<file path="src/rtl/board_disp_if.sv">
// Board display bundle: snapshot source, scan controls and the multiplexed LED drive.
// The game core is the master and the display scanner is the slave.
interface board_disp_if;
  logic [63:0] board;
  logic        load;
  logic        hold;
  logic        flash;
  logic [6:0]  seg_n;
  logic [3:0]  an_n;
  logic [3:0]  row_led;

  modport master (output board, load, hold, flash, input seg_n, an_n, row_led);
  modport slave  (input board, load, hold, flash, output seg_n, an_n, row_led);
endinterface

</file>
<file path="src/rtl/board_disp.sv">
// Multiplexed 4-digit display of one 2048-board row at a time; BOARD_DISP_BLANK_ZERO_EN blanks empty cells.
// Outputs are registered one cycle after the scan state; there is no backpressure, load is never refused.
module board_disp #(
  parameter int REFRESH_DIV = 1000,
  parameter int ROW_DWELL   = 256
) (
  input logic         clk,
  input logic         rst_n,
  board_disp_if.slave bus
);

  localparam logic [15:0] REF_MAX   = 16'(REFRESH_DIV - 1);
  localparam logic [15:0] FRM_MAX   = 16'(ROW_DWELL - 1);
  localparam logic [15:0] FRM_BLINK = 16'(ROW_DWELL / 2);

  logic [63:0] snap_q, snap_d;
  logic [15:0] refresh_q, refresh_d;
  logic [15:0] frame_q, frame_d;
  logic [1:0]  digit_q, digit_d;
  logic [1:0]  row_q, row_d;
  logic [6:0]  seg_n_q, seg_n_d;
  logic [3:0]  an_n_q, an_n_d;
  logic [3:0]  row_led_q, row_led_d;

  logic        ref_tc, dig_tc, frm_tc, blank;
  logic [3:0]  cell_exp;

  function automatic logic [6:0] glyph(input logic [3:0] e);
    logic [6:0] g;
    case (e)
`ifdef BOARD_DISP_BLANK_ZERO_EN
      4'd0:    g = 7'h7F;
`else
      4'd0:    g = 7'h40;
`endif
      4'd1:    g = 7'h79;
      4'd2:    g = 7'h24;
      4'd3:    g = 7'h30;
      4'd4:    g = 7'h19;
      4'd5:    g = 7'h12;
      4'd6:    g = 7'h02;
      4'd7:    g = 7'h78;
      4'd8:    g = 7'h00;
      4'd9:    g = 7'h10;
      4'd10:   g = 7'h08;
      4'd11:   g = 7'h03;
      default: g = 7'h3F;
    endcase
    return g;
  endfunction

  always_comb begin
    snap_d    = bus.load ? bus.board : snap_q;
    ref_tc    = (refresh_q == REF_MAX);
    dig_tc    = ref_tc && (digit_q == 2'd3);
    frm_tc    = dig_tc && (frame_q == FRM_MAX);

    refresh_d = ref_tc ? 16'd0 : refresh_q + 16'd1;
    digit_d   = ref_tc ? digit_q + 2'd1 : digit_q;
    frame_d   = frame_q;
    if (dig_tc) frame_d = frm_tc ? 16'd0 : frame_q + 16'd1;
    // hold only freezes the row; the scan keeps running so the digits never go dark
    row_d     = (frm_tc && !bus.hold) ? row_q + 2'd1 : row_q;

    cell_exp  = snap_q[{row_q, digit_q, 2'b00} +: 4];
    blank     = bus.flash && (frame_q >= FRM_BLINK);
    seg_n_d   = blank ? 7'h7F : glyph(cell_exp);
    an_n_d    = blank ? 4'hF : ~(4'b0001 << digit_q);
    row_led_d = 4'b0001 << row_q;
  end

  always_ff @(posedge clk) begin
    if (!rst_n) begin
      snap_q    <= '0;
      refresh_q <= '0;
      frame_q   <= '0;
      digit_q   <= '0;
      row_q     <= '0;
      seg_n_q   <= 7'h7F;
      an_n_q    <= 4'hF;
      row_led_q <= 4'b0001;
    end else begin
      snap_q    <= snap_d;
      refresh_q <= refresh_d;
      frame_q   <= frame_d;
      digit_q   <= digit_d;
      row_q     <= row_d;
      seg_n_q   <= seg_n_d;
      an_n_q    <= an_n_d;
      row_led_q <= row_led_d;
    end
  end

  assign bus.seg_n   = seg_n_q;
  assign bus.an_n    = an_n_q;
  assign bus.row_led = row_led_q;

endmodule

</file>
<file path="src/flat_wrapper.sv">
// flat-port wrapper written by rule: the top's interface ports become plain ports
module board_disp_flat 
#(
  parameter int REFRESH_DIV = 1000,
  parameter int ROW_DWELL   = 256
)
  (clk, rst_n, bus_board, bus_load, bus_hold, bus_flash, bus_seg_n, bus_an_n, bus_row_led);
  board_disp_if bus_i ();
  input logic clk;
  input logic rst_n;
  input wire logic [$bits(bus_i.board)-1:0] bus_board;
  input wire logic [$bits(bus_i.load)-1:0] bus_load;
  input wire logic [$bits(bus_i.hold)-1:0] bus_hold;
  input wire logic [$bits(bus_i.flash)-1:0] bus_flash;
  output wire logic [$bits(bus_i.seg_n)-1:0] bus_seg_n;
  output wire logic [$bits(bus_i.an_n)-1:0] bus_an_n;
  output wire logic [$bits(bus_i.row_led)-1:0] bus_row_led;
  assign bus_i.board = bus_board;
  assign bus_i.load = bus_load;
  assign bus_i.hold = bus_hold;
  assign bus_i.flash = bus_flash;
  assign bus_seg_n = bus_i.seg_n;
  assign bus_an_n = bus_i.an_n;
  assign bus_row_led = bus_i.row_led;
  board_disp #(.REFRESH_DIV(REFRESH_DIV), .ROW_DWELL(ROW_DWELL)) u_core (.clk(clk), .rst_n(rst_n), .bus(bus_i));
endmodule
</file>
<file path="config.mk">
export PLATFORM = sky130hd
export DESIGN_NAME = board_disp_flat
export DESIGN_NICKNAME = d
export VERILOG_FILES = /design/src/rtl/board_disp_if.sv /design/src/rtl/board_disp.sv /design/src/flat_wrapper.sv
export SDC_FILE = /design/constraint.sdc
export NUM_CORES = 1
export LEC_CHECK = 0
export ABC_AREA = 1
export CORE_ASPECT_RATIO = 1.75
export CORE_MARGIN = 2
export CORE_UTILIZATION = 30
export CTS_BUF_LIST = sky130_fd_sc_hd__clkbuf_8
export DETAILED_ROUTE_END_ITERATION = 6
export HOLD_SLACK_MARGIN = 0.05
export PLACE_DENSITY = 0.5
export SYNTH_ARGS = -nofsm -noshare
export SYNTH_HDL_FRONTEND = slang
export SYNTH_SLANG_ARGS = --single-unit
</file>
<file path="constraint.sdc">
create_clock -name clk -period 3.96 [get_ports clk]
set_input_delay 0.594 -clock clk [delete_from_list [all_inputs] [get_ports clk]]
set_output_delay 0.594 -clock clk [all_outputs]
set_load 0.02 [all_outputs]
</file>
==> results.ini, run 1 <==
[die]
coreArea_um2=17970
start_util_pct=30.57
die_area_um2=19450
die_w_um=106.3
rows=65
die_h_um=183.0
io_pins=84

[power]
p_total_mw=2.695
cell_internal_pwr_mw=2.057
p_leak_nw=2.802
p_sw_mw=0.6388
p_seq_share_pct=45.8
switching_share_pct=23.70
max-vdd-ir-drop_mv=0.1477
power.share.clock_pct=44.6
powerDensity_nw_per_um2=389.4
comb_power_share_pct=9.6

[cts]
root_buffer=clkbuf_8
h-tree-depth=4
ctsResizeCount=0
ctsHoldBuffers=0
ctsLongestPathBuffers=2
clk_latency_ns=0.42
cts_buffers=17
clkSlewWorstSetupHoldPaths_ns=0.07
clock_sinks=115
cts_tree=done
cts_setup_buffers=0

[synthesis]
synth_cells=802
synth_common_cells=nand2_1 (154), nor2_1 (134), dfxtp_1 (115), inv_1 (79), o21ai_0 (76)
seq_area_frac_synth_pct=41.90
synth_top_cell_by_area=dfxtp_1
synth.top_cell.area_share_pct=41.90
synth-compound-area-share_pct=13.78
synth_fa_ha_area_share_pct=3.188
ys.flop_type=dfxtp_1
syn_area_um2=5494
synth_area_leaders=dfxtp_1 (42%), nand2_1 (11%), nor2_1 (9.2%)
synth_edf_count=0
synth_top_family_by_area=simple AND/OR/NAND/NOR gates
async_flop_share_pct=0
synthSimpleGateAreaFrac_pct=30.33
synthMuxAreaShare_pct=0
synth_xor_area_share_pct=1.275
synth_seq_cells=115
yosysMostFrequentCell=nand2_1
ys_types=34
synth.avg_cell_area_um2=6.850
syn_nets=885
synth-warning-count=0

[setup_path]
cp_num_buf_inv=4
path_cells=buf_4 > nor2_1 > nor2_1 > o21ai_0 > nand2_1 > nand2_1 > nand2_1 > inv_1 > nand2_1 > inv_1 > ha_1 > inv_1 > nand3_1 > a21oi_1 > nand2_1
cp_data_arrival_time_ns=2.83
slowest_stage=dfxtp_1
path_class=register to register
crit_top_cell=nand2_1
max_stage_delay_ns=0.67
worstSetupEndpointType=register
critical_path_required_ns=4.26
critPathLaunchType=register
critical_path.max_fanout=24
crit_family=simple AND/OR/NAND/NOR gates

[final_layout]
diodes=0
syn_to_final_growth_pct=26.01
final_nets=956
drive_above_1_share_pct=6.998
fill_cells=1941
final_cell_count_no_fill=1120

[global_route]
antenna_found_initial=0
grt_pass1_vias=5189
track_usage_pct=16.17
grt_pass1_wl_um=24940
grt-ovfl-total=0
grt_max_degree=70

[sta]
finalHoldViolCount=0
fmax_mhz=395.2
finClkSkew_ns=0.01494
worst_slack_ns=1.430
tns_ns=0
timing.slew.headroom_pct=51.72
period_needed_ns=2.530
setup_violations=0
rsz0062_at_grt=no
worst_pin_slew_ns=0.7234
finalCritPeriodShare_pct=63.90
slew_violations=0

[route]
routed_wl_um=14990
drt_iter0_drc=163
wl_per_cell_um=13.38
drcViolationCount=0
vias=5130
antenna_left=0
viasPerCell=4.580
drt_pass1_iterations=4

[placement]
place_inst=1088
detailedPlace.worstSlack_ns=1.461
hpwl_um=11040
port_buffers=83
gp_congestion=0.8379

[worst_hold_path]
min_path_type=register to register

[run]
cap_violations=0

[outcome]
status=finished clean

## worst reg2reg max path, stage by stage (launching register included)
cell,delay (ns)
dfxtp_1,0.67
buf_4,0.37
nor2_1,0.08
nor2_1,0.08
o21ai_0,0.09
nand2_1,0.09
nand2_1,0.05
nand2_1,0.07
inv_1,0.03
nand2_1,0.18
inv_1,0.12
ha_1,0.20
inv_1,0.05
nand3_1,0.12
a21oi_1,0.16
nand2_1,0.07
## power by group through the flow
stage,logic (mW),clock network [mW],registers (mW)
after floorplan,0.130,0,1.26
after global placement,0.262,0,1.26
after detailed placement,0.263,0,1.26
after CTS,0.265,1.24,1.24
after global routing,0.295,1.29,1.24
final,0.259,1.20,1.24
## routing by layer
metal | vias to the layer above | global-route usage, % | share of wire (%) | wire (µm)
met4 | 0 | 6.421 | 2.2 | 323
met3 | 19 | 3.412 | 3.2 | 479
li1 | 2712 | - | - | -
met2 | 99 | 30.54 | 54 | 8102
met1 | 2300 | 17.16 | 41 | 6081
met5 | - | 0 | 0 | 0
## per-stage QoR
stage	hold slack, ns	cell area, µm²	util (%)
global route	0.4764	6923	38.52
finish	0.4448	6923	38.52
detailed placement	0.4427	6481	36.06
global placement	0.4366	6481	36.06
floorplan	0.4175	5494	-
CTS	0.4529	6923	38.52
## cells by family (layout without fill, tap and decap cells)
group                      Yosys count  after routing
AOI/OAI and AO/OA                  146            146
xor gates and xnor gates             8              8
adders and majority gates           14             14
buffers and inverters              126            210
DFF                                115            115
and+or+nand+nor                    393            393
## final timing paths
path	cells after the start	endpoint	slack (ns)	start
setup reg to reg	15	u_core.bus.seg_n[4]	1.43	u_core.digit_q[0]
setup / recovery	15	u_core.bus.seg_n[4]	1.43	u_core.digit_q[0]
hold / removal	1	u_core.refresh_q[0]	0.44	u_core.refresh_q[0]
hold reg to reg	1	u_core.refresh_q[0]	0.44	u_core.refresh_q[0]
## cell usage in the layout, fill, tap and decap left out, types with 2 or more instances in the layout
master and instances:
nand2_1 154, nor2_1 134, dfxtp_1 115, clkdlybuf4s50_1 82, inv_1 80, o21ai_0 76
a21oi_1 60, nand3_1 59, clkbuf_8 23, ha_1 14, nor3_1 13, nand4_1 12
inv_2 9, xor2_1 8, nor3b_1 5, buf_4 5, nor2_2 4, or2_2 4
o21ai_1 3, bufinv_16 3, clkinv_2 3, nand3_2 2, nand2_2 2, o21a_1 2
## registers in the layout (all words and copies together) (netlist names)
| register | flops |
|---|---|
| u_core.bus.row_led | 4 |
| u_core.row_q | 2 |
| u_core.frame_q | 16 |
| u_core.snap_q | 64 |
| u_core.digit_q | 2 |
| u_core.bus.an_n | 4 |
| u_core.refresh_q | 16 |
| u_core.bus.seg_n | 7 |
## cell type report
type | count | area [µm²] | area share, %
Tap cell | 234 | 292.8 | 4.229
Clock inverter | 9 | 125.1 | 1.807
Inverter | 89 | 334.1 | 4.826
Clock buffer | 23 | 316.6 | 4.573
Timing Repair Buffer | 89 | 883.3 | 12.76
Sequential cell | 115 | 2302 | 33.26
Multi-Input combinational cell | 561 | 2669 | 38.55
Power figures use the tool's default switching activity.
==> inputs of run 2 (changes only) <==
--- a/config.mk
+++ b/config.mk
@@ -12,7 +12,7 @@
 export CTS_BUF_LIST = sky130_fd_sc_hd__clkbuf_8
 export DETAILED_ROUTE_END_ITERATION = 6
 export HOLD_SLACK_MARGIN = 0.05
-export PLACE_DENSITY = 0.5
+export PLACE_DENSITY = 0.52
 export SYNTH_ARGS = -nofsm -noshare
 export SYNTH_HDL_FRONTEND = slang
 export SYNTH_SLANG_ARGS = --single-unit
==> constraint.sdc (replaced) <==
create_clock -name clk -period 2.3 [get_ports clk]
set_input_delay 0.345 -clock clk [delete_from_list [all_inputs] [get_ports clk]]
set_output_delay 0.345 -clock clk [all_outputs]
set_load 0.02 [all_outputs]
==> run 2 against run 1 <==
  * Critical path depth shrank 3
  * Combinational power grew 74%
  * Cell count grew 0.63%
  * Register-to-register slack lost 1.1 ns
  * Maximum frequency grew 27%
  * Wire length shrank 0.27%
  * Die area is the same
  * Core utilization grew 0.49 points
  * Sequential power grew 72%
  * Critical endpoint unchanged
==> results.ini, run 2 (synthesis results as in run 1) <==
[outcome]
status=finished clean

[final_layout]
post-route-cell-area_um2=7010
top_regs=u_core.snap_q x64, u_core.frame_q x16, u_core.refresh_q x16
final_common_cell=nand2_1
fill_cells=1957
regMostFlops=u_core.snap_q
final_nets=963
largest_reg_flops=64
syn_to_final_growth_pct=27.60
diodes=0
final_cell_count_no_fill=1127
drive_above_1_share_pct=7.503
final_cell_mix=nand2_1 (154), nor2_1 (134), dfxtp_1 (115), inv_1 (82), clkdlybuf4s50_1 (82)

[setup_path]
critical_path_required_ns=2.62
rr_worst_depth=12
worstSetupEndpointType=register
max_stage_delay_ns=0.41
r2r-start=u_core.digit_q[0]
cp_num_buf_inv=3
r2r-end=u_core.bus.seg_n[4]
crit_top_cell=nand2_1
crit_family=simple AND/OR/NAND/NOR gates
rrSetupSlack_ns=0.30
cp_data_arrival_time_ns=2.32
critPathLaunchType=register
path_cells=inv_2 > o21ai_0 > nand2_1 > nand2_1 > nand2_1 > nor2_2 > inv_1 > ha_1 > inv_1 > nand3_1 > a21oi_1 > nand2_1
slowest_stage=dfxtp_1
critical_path.max_fanout=23
path_class=register to register

[global_route]
antenna_found_initial=0
grt_pass1_wl_um=24560
grt-ovfl-total=0
grt_max_degree=80
track_usage_pct=16.02
grt_pass1_vias=5121

[power]
max-vdd-ir-drop_mv=0.3334
p_leak_nw=2.859
powerDensity_nw_per_um2=675.3
p_total_mw=4.734

[sta]
finalHoldViolCount=0
finClkSkew_ns=0.02183
worst_pin_slew_ns=0.5563
setup_violations=0
period_needed_ns=1.999
rsz0062_at_grt=no
slew_violations=0
finalCritPeriodShare_pct=86.91
fmax_mhz=500.3
timing.slew.headroom_pct=62.82
tns_ns=0

[route]
vias=5221
drt_iter0_drc=215
wl_per_cell_um=13.26
antenna_left=0
drcViolationCount=0
drt_pass1_iterations=5
routed_wl_um=14950
viasPerCell=4.633

[cts]
clkSlewWorstSetupHoldPaths_ns=0.07
h-tree-depth=4
ctsHoldBuffers=0
cts_tree=done
clock_sinks=115
ctsResizeCount=0
ctsLongestPathBuffers=2
cts_buffers=17
clk_latency_ns=0.43
root_buffer=clkbuf_8
cts_setup_buffers=0

[worst_hold_path]
min_path_type=input port to register
holdPathStages=3
hp-start=rst_n
holdPathEnd=u_core.snap_q[12]

[placement]
place_inst=1095
port_buffers=83
gp_congestion=0.9051
place_area_um2=6559
hpwl_um=11140

[run]
cap_violations=0

[die]
die_h_um=183.0
die_area_um2=19450
io_pins=84
die_w_um=106.3
coreArea_um2=17970
rows=65
start_util_pct=30.57

==> run 2: area by class of cell <==
cell class | count | area [µm²] | share of cell area, %
multi-input cells | 561 | 2669 | 38.07
inverters | 89 | 334.1 | 4.765
flip-flops and latches | 115 | 2302 | 32.84
clock inverters | 13 | 190.2 | 2.713
clock buffers | 19 | 261.5 | 3.730
well taps | 234 | 292.8 | 4.176
repair buffers | 96 | 960.9 | 13.71
==> run 2: how the worst max path moves through the flow <==
| stage | from | end | cells after the start |
|---|---|---|---|
| after floorplan | u_core.digit_q[0] | u_core.bus.seg_n[4] | 15 |
| after global placement | u_core.digit_q[0] | u_core.bus.seg_n[4] | 13 |
| after detailed placement | u_core.digit_q[0] | u_core.bus.seg_n[4] | 12 |
| after CTS | u_core.digit_q[0] | u_core.bus.seg_n[4] | 12 |
| after global routing | u_core.digit_q[0] | u_core.bus.seg_n[4] | 15 |
| final | u_core.digit_q[0] | u_core.bus.seg_n[4] | 12 |
==> run 2: through the flow <==
stage / hold WS, ns / utilization (%) / setup slack [ns]
2_1_floorplan: 0.4175 / - / 0.3753
3_3_place_gp: 0.4340 / 36.49 / 0.3471
3_5_place_dp: 0.4410 / 36.49 / 0.2970
4_1_cts: 0.3811 / 39.00 / 0.2790
5_1_grt: 0.4402 / 39.00 / 0.007163
6_report: 0.4131 / 39.00 / 0.3011
==> run 2: tightest hold or removal path, stage by stage <==
cell	delay, ns
buf_2	0.25
o21ai_0	0.14
nor2_1	0.04
==> run 2: routing by layer <==
| metal | track usage (%) | share of wire [%] |
|---|---|---|
| met1 | 16.79 | 41 |
| met2 | 30.23 | 53 |
| met3 | 2.878 | 3.3 |
| met4 | 7.684 | 2.8 |
| met5 | 0 | 0 |
==> run 2: power by group <==
part	switching [mW]	total, mW	internal, mW	leakage [nW]
sequential	0.0415	2.13	2.09	0.947
clock	0.824	2.16	1.33	0.243
combinational	0.233	0.450	0.217	1.67
==> inputs of run 3 (changes only) <==
--- a/config.mk
+++ b/config.mk
@@ -7,7 +7,6 @@
 export LEC_CHECK = 0
 export ABC_AREA = 1
 export CORE_ASPECT_RATIO = 1.75
-export CORE_MARGIN = 2
 export CORE_UTILIZATION = 30
 export CTS_BUF_LIST = sky130_fd_sc_hd__clkbuf_8
 export DETAILED_ROUTE_END_ITERATION = 6
==> run 3 against run 2 <==
  * Die area decreased by 3.0%
  * Total power up 3.4%
  * Via count fell by 1.2%
  * Global-route usage up 0.064 points
  * Sequential power barely moved
  * Critical path depth increased by 3
  * Clock power rose by 7%
  * Clock skew decreased by 0.0033 ns
  * Critical endpoint unchanged
==> results.ini, run 3 (synthesis results as in run 1) <==
[setup_path]
critical_path.max_fanout=27
rrSetupSlack_ns=0.28
critPathLaunchType=register
r2r-end=u_core.bus.seg_n[4]
startpoint=u_core.digit_q[0]
path_class=register to register
critical_path_required_ns=2.61
rr_worst_depth=15
cp_data_arrival_time_ns=2.32
worstSetupEndpointType=register
r2r-start=u_core.digit_q[0]

[cts]
ctsLongestPathBuffers=2
cts_buffers=17
clkSlewWorstSetupHoldPaths_ns=0.07
cts_setup_buffers=0
clock_sinks=115
clk_latency_ns=0.43
root_buffer=clkbuf_8
cts_tree=done
h-tree-depth=4

[final_layout]
top_regs=u_core.snap_q x64, u_core.frame_q x16, u_core.refresh_q x16
syn_to_final_growth_pct=28.08
final_nets=964
final_util_pct=39.15
drive_above_1_share_pct=7.830
final_cell_mix=nand2_1 (154), nor2_1 (134), dfxtp_1 (115), clkdlybuf4s50_1 (82), inv_1 (80)
final_common_cell=nand2_1
regMostFlops=u_core.snap_q
diodes=0
largest_reg_flops=64

[sta]
fmax_mhz=495.5
rsz0062_at_grt=no
finClkSkew_ns=0.01848
period_needed_ns=2.018
setup_violations=0
tns_ns=0
timing.slew.headroom_pct=65.69
slew_violations=0
finalHoldViolCount=0
worst_pin_slew_ns=0.5134
finalCritPeriodShare_pct=87.75

[run]
cap_violations=0

[route]
wl_per_cell_um=12.94
vias=5156
drt_pass1_iterations=4
drt_iter0_drc=149
routed_wl_um=14600
drcViolationCount=0
antenna_left=0
viasPerCell=4.571

[power]
p_leak_nw=2.857
p_total_mw=4.896
max-vdd-ir-drop_mv=0.2914
powerDensity_nw_per_um2=695.8

[outcome]
status=finished clean

[die]
rows=65
die_h_um=181.0
coreArea_um2=17970
start_util_pct=30.57
die_w_um=104.3
io_pins=84
die_area_um2=18880

[global_route]
grt_pass1_wl_um=23890
track_usage_pct=16.09
grt-ovfl-total=0
grt_pass1_vias=5028
grt_max_degree=84
antenna_found_initial=0

[worst_hold_path]
hp-start=rst_n
min_path_type=input port to register
holdPathEnd=u_core.snap_q[17]
holdPathStages=3

[placement]
port_buffers=83
gp_congestion=0.8800
hpwl_um=11100

## run 3: changes by cell type in the layout (fill, tap and decap cells not counted), sizes merged
cell      delta
bufinv       +1
inv          -1
buf          +1
clkinvlp     +2
clkinv       -2
## run 3: worst max path at each step
stage,slack [ns],end,cells after the start
floorplan,0.38,u_core.bus.seg_n[4],15
global placement,0.29,u_core.bus.seg_n[4],15
detailed placement,0.27,u_core.bus.seg_n[4],15
CTS,0.24,u_core.bus.seg_n[4],15
global route,0.04,u_core.bus.seg_n[4],12
finish,0.28,u_core.bus.seg_n[4],15
## run 3: area by class of cell
cell class | instances | area, µm²
repair buffers | 97 | 947.2
multi-input cells | 561 | 2669
fillers | 1959 | 10940
inverters | 89 | 334.1
clock inverters | 13 | 230.2
well taps | 234 | 292.8
flip-flops and latches | 115 | 2302
clock buffers | 19 | 261.5
## run 3: critical path: stages (launching register included)
cell and delay, ns:
dfxtp_1 0.39, buf_6 0.23, nor2_1 0.07, nor2_1 0.08, o21ai_0 0.08, nand2_1 0.08
nand2_1 0.04, nand2_1 0.06, inv_1 0.03, nand2_1 0.14, inv_1 0.10, ha_1 0.20
inv_1 0.05, nand3_1 0.12, a21oi_1 0.16, nand2_1 0.07
## run 3: metrics by stage
step | instances | setup slack, ns | hold slack, ns | area, µm²
finish | 1128 | 0.2817 | 0.3046 | 7037
global route | 1128 | 0.03941 | 0.2964 | 7037
CTS | 1128 | 0.2390 | 0.2736 | 7033
detailed placement | 1096 | 0.2738 | 0.4396 | 6541
global placement | 1096 | 0.2906 | 0.4305 | 6541
floorplan | 802 | 0.3753 | 0.4175 | 5494
## run 3: routing by layer
layer | global-route usage [%] | up-vias | part of all wire, %
li1 | - | 2732 | -
met1 | 16.48 | 2311 | 41
met2 | 31.07 | 95 | 55
met3 | 2.922 | 18 | 2.8
met4 | 7.086 | 0 | 1.7
met5 | 0 | - | 0
## run 3: power by group
part           internal [mW]  switching (mW)
clock                   1.46           0.861
sequential              2.09          0.0425
combinational          0.217           0.230
## run 3: timing repair
| action | 4_1_cts | 5_1_grt |
|---|---|---|
| endpoints found under the setup margin | 0 | 1 |
| resized for setup | 0 | 1 |
| hold buffers | 0 | 0 |
